### src/rtl/zbb_pkg.sv
// Shared constants and types for the Zbb bit-count datapath.
package zbb_pkg;

  localparam int XLEN  = 32;
  localparam int CLZ_W = 6;
  localparam int NIB_N = XLEN / 4;

  typedef logic [CLZ_W-1:0] clz_cnt_t;

endpackage : zbb_pkg

### src/rtl/clz_encoder_if.sv
// Operand/result bundle for the leading-zero counter.
// The master side presents operands; the slave side returns registered results.
interface clz_encoder_if;
  import zbb_pkg::*;

  logic            in_valid;
  logic [XLEN-1:0] data_in;
  logic            out_valid;
  clz_cnt_t        count;
  logic            zero;

  modport master (
    output in_valid, data_in,
    input  out_valid, count, zero
  );

  modport slave (
    input  in_valid, data_in,
    output out_valid, count, zero
  );

endinterface : clz_encoder_if

### src/rtl/clz_nibble.sv
// Leading-zero count of a single nibble: 2-bit count plus all-zero flag.
// For an all-zero nibble the count reads 3; the flag tells the parent to skip it.
module clz_nibble (
  input  logic [3:0] nib_i,
  output logic [1:0] cnt_o,
  output logic       zero_o
);

  // Two-level sum-of-products form of the 4->2 priority encode.
  assign cnt_o[1] = ~(nib_i[3] | nib_i[2]);
  assign cnt_o[0] = ~nib_i[3] & (nib_i[2] | ~nib_i[1]);
  assign zero_o   = ~|nib_i;

endmodule : clz_nibble

### src/rtl/clz_encoder.sv
// 32-bit count-leading-zeros with a registered result (one-cycle latency).
// Eight nibble encoders feed a 3-level pairwise merge tree (8->4->2->1),
// keeping the critical path logarithmic in the operand width.
module clz_encoder
  import zbb_pkg::*;
(
  input  logic              clk,
  input  logic              rst_n,
  clz_encoder_if.slave      bus
);

  // Per-nibble results; index 7 is the most significant nibble.
  logic [1:0] nib_cnt  [NIB_N];
  logic       nib_zero [NIB_N];

  // Merge tree levels: each level halves the node count and widens the count by one bit.
  logic [2:0] l1_cnt  [4];
  logic       l1_zero [4];
  logic [3:0] l2_cnt  [2];
  logic       l2_zero [2];
  logic [4:0] l3_cnt;
  logic       l3_zero;

  clz_cnt_t   enc_cnt;

  clz_cnt_t   count_d,     count_q;
  logic       zero_d,      zero_q;
  logic       out_valid_d, out_valid_q;

  for (genvar g = 0; g < NIB_N; g++) begin : g_nib
    clz_nibble u_nib (
      .nib_i  (bus.data_in[4*g +: 4]),
      .cnt_o  (nib_cnt[g]),
      .zero_o (nib_zero[g])
    );
  end

  // A merge takes the upper count when the upper half has a set bit; otherwise
  // the result is the upper half's full width plus the lower count. Because each
  // half's width is a power of two, that sum is just the lower count with a
  // leading 1 prepended.
  for (genvar g = 0; g < 4; g++) begin : g_l1
    assign l1_zero[g] = nib_zero[2*g+1] & nib_zero[2*g];
    assign l1_cnt[g]  = nib_zero[2*g+1] ? {1'b1, nib_cnt[2*g]} : {1'b0, nib_cnt[2*g+1]};
  end

  for (genvar g = 0; g < 2; g++) begin : g_l2
    assign l2_zero[g] = l1_zero[2*g+1] & l1_zero[2*g];
    assign l2_cnt[g]  = l1_zero[2*g+1] ? {1'b1, l1_cnt[2*g]} : {1'b0, l1_cnt[2*g+1]};
  end

  assign l3_zero = l2_zero[1] & l2_zero[0];
  assign l3_cnt  = l2_zero[1] ? {1'b1, l2_cnt[0]} : {1'b0, l2_cnt[1]};

  // An all-zero word would otherwise read 31; force the dedicated 32 encoding.
  assign enc_cnt = l3_zero ? clz_cnt_t'(XLEN) : {1'b0, l3_cnt};

  // Next-state for the output registers: capture on valid, otherwise hold.
  always_comb begin
    // NOTE: every always_comb output gets a default first so no path can leave it unassigned and infer a latch.
    count_d     = count_q;
    zero_d      = zero_q;
    out_valid_d = bus.in_valid;
    // NOTE: the hold path selects the register, not data_in, so an X operand on an idle cycle never reaches the outputs.
    if (bus.in_valid) begin
      count_d = enc_cnt;
      zero_d  = l3_zero;
    end
  end

  // Output register stage; asynchronous clear discards any in-flight result.
  always_ff @(posedge clk or negedge rst_n) begin
    // NOTE: sequential state uses non-blocking assignment so all flops update together at the edge.
    if (!rst_n) begin
      count_q     <= '0;
      zero_q      <= 1'b0;
      out_valid_q <= 1'b0;
    end else begin
      count_q     <= count_d;
      zero_q      <= zero_d;
      out_valid_q <= out_valid_d;
    end
  end

  assign bus.out_valid = out_valid_q;
  assign bus.count     = count_q;
  assign bus.zero      = zero_q;

endmodule : clz_encoder

### src/flat_wrapper.sv
// flat-port wrapper written by rule: the top's interface ports become plain ports
module clz_encoder_flat import zbb_pkg::*;
  (clk, rst_n, bus_in_valid, bus_data_in, bus_out_valid, bus_count, bus_zero);
  clz_encoder_if bus_i ();
  input  logic clk;
  input  logic rst_n;
  input wire logic [$bits(bus_i.in_valid)-1:0] bus_in_valid;
  input wire logic [$bits(bus_i.data_in)-1:0] bus_data_in;
  output wire logic [$bits(bus_i.out_valid)-1:0] bus_out_valid;
  output wire logic [$bits(bus_i.count)-1:0] bus_count;
  output wire logic [$bits(bus_i.zero)-1:0] bus_zero;
  assign bus_i.in_valid = bus_in_valid;
  assign bus_i.data_in = bus_data_in;
  assign bus_out_valid = bus_i.out_valid;
  assign bus_count = bus_i.count;
  assign bus_zero = bus_i.zero;
  clz_encoder u_core (.clk(clk), .rst_n(rst_n), .bus(bus_i));
endmodule
### config.mk
export PLATFORM = sky130hd
export DESIGN_NAME = clz_encoder_flat
export DESIGN_NICKNAME = d
export VERILOG_FILES = /design/src/rtl/zbb_pkg.sv /design/src/rtl/clz_encoder_if.sv /design/src/rtl/clz_nibble.sv /design/src/rtl/clz_encoder.sv /design/src/flat_wrapper.sv
export SDC_FILE = /design/constraint.sdc
export NUM_CORES = 1
export LEC_CHECK = 0
export BUFFER_PORTS_ARGS = -buffer_cell sky130_fd_sc_hd__buf_2
export CAP_MARGIN = 20
export CORE_AREA = 2 2 45 43
export CTS_CLUSTER_DIAMETER = 60
export DETAILED_ROUTE_END_ITERATION = 8
export DIE_AREA = 0 0 47 45
export HOLD_SLACK_MARGIN = 0.12
export PLACE_DENSITY = 0.74
export SLEW_MARGIN = 15
export SYNTH_ARGS = -nofsm -noshare
export SYNTH_HDL_FRONTEND = slang
export SYNTH_SLANG_ARGS = --single-unit
### constraint.sdc
create_clock -name clk -period 1.1 [get_ports clk]
set_input_delay 0.33 -clock clk [delete_from_list [all_inputs] [get_ports clk]]
set_output_delay 0.33 -clock clk [all_outputs]
set_load 0.05 [all_outputs]
==> results of run 1 <==
-- timing repair --
action | in CTS | in global routing
endpoints found under the setup margin | 14 | 14
pin swaps | 10 | 6
hold buffers | 1 | 0
setup buffers | 5 | 1
resized for setup | 22 | 8
hold endpoints to repair | 7 | 0
-- stage by stage --
| stage | cell area, um^2 | setup TNS [ns] | hold slack [ns] |
|---|---|---|---|
| after global routing | 1260 | -3.24 | 0.280 |
| after floorplan | 609 | -2.73 | 0.0344 |
| final | 1260 | -2.76 | 0.282 |
| after CTS | 1200 | -2.85 | 0.276 |
| after detailed placement | 1060 | -4.21 | 0.169 |
| after global placement | 1060 | -3.89 | 0.163 |
-- cells in the final DEF, fill, tap and decap left out, types with 2 or more instances in the layout --
cell type,n
buf_4,34
buf_2,31
buf_6,11
nor2_1,7
dfrtp_1,6
nor2b_1,5
inv_1,4
or4_4,4
nor4_4,3
nand2_1,3
o21ai_1,3
nor3_1,3
o21ai_0,3
a21oi_1,3
clkbuf_4,3
nor4_1,2
nand4_1,2
o31ai_1,2
o21bai_1,2
-- final cells by class --
| class | instances | area, um^2 |
|---|---|---|
| Timing Repair Buffer | 77 | 544 |
| Inverter | 4 | 15.0 |
| Clock buffer | 4 | 26.3 |
| Tap cell | 24 | 30.0 |
| Sequential cell | 7 | 176 |
| Fill cell | 127 | 350 |
| Multi-Input combinational cell | 62 | 469 |
-- cell families after synthesis --
group	Yosys count	synth area share
simple gates	39	0.407
compound gates	22	0.247
flops	7	0.290
buf+inv	5	0.0373
mux	1	0.0187
-- critical path: stages --
cell     delay (ns)
buf_6          0.09
or4_4          0.54
nor4_4         0.37
buf_4          0.17
nor3b_4        0.16
a21o_1         0.10
-- metal layers --
layer  track usage  vias to the layer above  share of wire
li1              -                      455              -
met1         0.240                      410           0.39
met2         0.392                       38           0.53
met3        0.0200                        6          0.057
met4         0.133                        0          0.020
met5             0                        -              0
-- power by group through the flow --
stage | Sequential (uW) | Clock [uW] | Combinational [uW]
2_1_floorplan | 314 | 0 | 60.0
3_3_place_gp | 277 | 0 | 266
3_5_place_dp | 277 | 0 | 277
4_1_cts | 275 | 234 | 303
5_1_grt | 276 | 250 | 354
6_report | 276 | 227 | 328
-- flip-flops by register name, indices dropped and copies added (netlist names) --
name,count
u_core.bus.count,5
u_core.bus.out_valid,1
u_core.bus.zero,1
-- path summary, 6_finish.rpt --
path,from,endpoint,slack [ns],cells past startpoint
worst max-delay path,bus_data_in[17],u_core.bus.zero,-0.49,6
worst min-delay path,bus_in_valid,u_core.bus.out_valid,0.28,1
worst max register to register,u_core.bus.count[0],u_core.bus.count[0],0.26,2
worst min register to register,u_core.bus.zero,u_core.bus.zero,0.53,1
max in group asynchronous,rst_n,u_core.bus.zero,0.46,2
min in group asynchronous,rst_n,u_core.bus.count[1],0.46,2
==> out/qor.txt, run 1 <==
Relative slew margins - 0.793
detailed-route DRC error count - 0
largest area contributor in the netlist - dfrtp_1
final setup margin - -0.487 ns
Reg power frac - 0.332
Critical Path RT - 1.28 ns
cell internal pwr - 578 uW
# setup viols final - 14
asr flop ratio synth - 1.00
num rows - 14
Post-synth EDFFs - 0
Final GP Congestion - 0.822
Psw - 251 uW
CTS root buffer - clkbuf_4
top-area cell type share of the netlist area - 0.290
CTS buffer count - 3
Ys Warns - 0
Ports - 43
clk_skew - 0 ns
Avg Inst Size Synth - 8.15 um^2
Via-to-Cell Ratio - 5.11
total congestion overflow - 0
critical path class - primary input to register
fin crit period - 1.59 ns
Data arrival, critical path - 1.76 ns
initial core utilization - 0.374
initial antenna violation count - 0
TritonRoute pass-1 iters - 4
Global Route Usage Sum - 0.218
Worst Hold Class - primary input to register
MaxCap Viol Count - 0
Final Core Density - 0.783
outcome - finished, violations left
top_reg_cell synth - dfrtp_1
Pleak - 0.000622 uW
synth top area cells - dfrtp_1, nor2b_1, nor4_1, o21ai_0, nor2_1
via count - 909
final instance count without filler cells - 178
VDD IR max - 0.346 mV
synth cell count leaders - nor2_1, dfrtp_1, o21ai_0
Distinct cells, synth - 30
clock latency on the worst-skew pair - 0.25 ns
combinational share of power - 0.395
Routed WL - 2170 um
Synth Register Bits - 7
HPWL after DPL - 1720 um
count leader, synth - nor2_1
Syn Std Cell Area - 603 um^2
Clock power frac - 0.273
syn nets - 109
TritonCTS clock tree - yes
power density over the cells - 658 nW/um^2
Routed Antenna Nets - 0
Max Clk Rate - 630 MHz
clk sinks - 7
global-route wire length before repair - 3320 um
chip height - 45 um
worst-margin pin slew - 0.308 ns
Final Hold Vio Count - 0
fraction of layout cells with a size suffix above 1 - 0.617
Initial DRC Count - 14
vias in the first global route - 852
Sw Share - 0.303
CTS H-tree lvls - 1
IO Port Bufs - 42
cell count after synthesis - 74
failing checks - negative setup slack
core region area - 1610 um^2
largest net degree at the start of global routing - 9
RSZ-0062 raised after global routing - yes
Die Width - 47 um
Layout Area Growth over Synthesis - 109%
Critical Path Fanout Max - 4
clock slew seen by the registers of the worst setup and hold paths - 0.05 ns
critical path launch point type - primary input
Tot Pwr - 830 uW
CP endpoint kind - register
crit share post-route - 1.44
DP Worst Slack - -0.792 ns
Max Slew Vio Count - 0
# placed instances - 168
CTS Buffer Depth - 2
NumNets Final - 190
Avg WL per Cell - 12.2 um
die area - 2120 um^2
post-synthesis sequential area ratio - 0.290
n_diodes - 0
(Power assumes the default switching activity.)
==> inputs of run 2 (changes only) <==
Clock period 1.1 ns to 1.8 ns, I/O delays scaled along.
==> run 2 against run 1 <==
The run still ends with negative setup slack left. Total power shrank 41%. Combinational power down 45%. Cell count shrank 2.8%. Critical path depth unchanged. Non-clock buffer count fell by 5. Utilization down 7.1 points. Via count is 3.2% lower. Sequential share of layout area up 1.3 points. Setup slack improved by 0.43 ns. Count of clock-buffer cells in the layout did not move. Register-to-register slack improved by 0.73 ns.
==> out/qor.txt, run 2 (same netlist as run 1, synthesis figures left out) <==
detailed-route DRC error count - 0
die area - 2120 um^2
outcome - finished, violations left
# setup viols final - 2
Die Width - 47 um
via count - 880
Via-to-Cell Ratio - 5.09
clk sinks - 7
Final Core Density - 0.711
initial antenna violation count - 0
failing checks - negative setup slack
total congestion overflow - 0
VDD IR max - 0.194 mV
TritonCTS clock tree - yes
Pleak - 0.000579 uW
crit-path leading delay family - simple AND/OR/NAND/NOR gates
Data arrival, critical path - 1.99 ns
global-route wire length before repair - 3030 um
chip height - 45 um
Critical path buffers and inverters - 2
Avg WL per Cell - 11.9 um
clock latency on the worst-skew pair - 0.25 ns
most frequent cells in the layout - buf_2, buf_4, nor2_1, dfrtp_1, nor2b_1
max reg flops - 5
IO Port Bufs - 42
internal reg-to-reg setup slack - 0.99 ns
Initial DRC Count - 19
power density over the cells - 427 nW/um^2
highest-delay cell along the critical path - or4_4
vias in the first global route - 812
CTS H-tree lvls - 1
Ports - 43
Final Hold Vio Count - 0
Max Slew Vio Count - 0
initial core utilization - 0.374
num rows - 14
n_diodes - 0
fin crit period - 1.85 ns
CTS Buffer Depth - 2
Critical Path Fanout Max - 4
core region area - 1610 um^2
MaxCap Viol Count - 0
Routed Antenna Nets - 0
HPWL after DPL - 1580 um
final setup margin - -0.0527 ns
Max Clk Rate - 540 MHz
TritonRoute pass-1 iters - 7
fraction of layout cells with a size suffix above 1 - 0.577
CP Cell Sequence - buf_6 -> or4_4 -> nor4_4 -> buf_4 -> a311oi_2 -> a31o_2
Critical Path RT - 1.94 ns
commonest non-fill, non-tap cell in the layout - buf_2
clk_skew - 0 ns
Layout Area Growth over Synthesis - 90.0%
CTS root buffer - clkbuf_4
worst-margin pin slew - 0.331 ns
crit share post-route - 1.03
Final GP Congestion - 0.808
NumNets Final - 185
Relative slew margins - 0.777
Tot Pwr - 489 uW
critical path class - primary input to register
CP endpoint kind - register
Worst Hold Class - register to register
RSZ-0062 raised after global routing - yes
critical path launch point type - primary input
CTS buffer count - 3
largest net degree at the start of global routing - 9
Global Route Usage Sum - 0.194
clock slew seen by the registers of the worst setup and hold paths - 0.05 ns
Worst path max stage delay - 0.54 ns
Routed WL - 2070 um
==> run 2: changes by cell type in the layout (fill, tap and decap cells not counted), sizes merged <==
cell / delta
buf: -5
==> run 2: timing repair <==
action | 4_1_cts | 5_1_grt
setup endpoints to repair | 1 | 3
cloned | 0 | 0
resized for setup | 1 | 10
hold endpoints to repair | 7 | 0
pin swaps | 2 | 7
setup buffers | 0 | 4
hold buffers | 1 | 0
==> run 2: routing by layer <==
metal | up-vias | global-route usage | routed length [um]
met5 | - | 0 | 0
met4 | 0 | 0.0944 | 25
met3 | 5 | 0.0400 | 110
met2 | 34 | 0.334 | 1110
met1 | 400 | 0.225 | 823
li1 | 441 | - | -
==> run 2: stage by stage <==
step / std cells / instance area, um^2 / worst slack, ns / TNS (ns) / hold slack, ns
after floorplan: 74 / 603 / -0.0763 / -0.115 / 0.244
after global placement: 164 / 1020 / -0.228 / -1.02 / 0.373
after detailed placement: 164 / 1020 / -0.274 / -1.20 / 0.375
after CTS: 169 / 1070 / 0.00243 / 0 / 0.485
after global routing: 173 / 1150 / -0.0976 / -0.193 / 0.489
final: 173 / 1150 / -0.0527 / -0.0614 / 0.491
==> run 2: layout make-up <==
type	instances	area [um^2]
Clock buffer	4	26.3
Sequential cell	7	175
Tap cell	24	30.0
Fill cell	147	465
Multi-Input combinational cell	62	437
Inverter	4	15.0
Timing Repair Buffer	72	463
==> run 2: report_power, final <==
group          internal, uW  switching [uW]
registers               164            2.73
logic                  92.6            88.1
clock network          84.5            57.0
==> run 2: worst paths after layout <==
kind / start / endpoint / depth (start not counted)
worst max-delay path: bus_data_in[24] / u_core.bus.count[0] / 6
worst min-delay path: u_core.bus.count[3] / u_core.bus.count[3] / 1
worst max register to register: u_core.bus.count[0] / u_core.bus.count[0] / 2
worst min register to register: u_core.bus.count[3] / u_core.bus.count[3] / 1
max in group asynchronous: rst_n / u_core.bus.count[1] / 2
min in group asynchronous: rst_n / u_core.bus.out_valid / 2
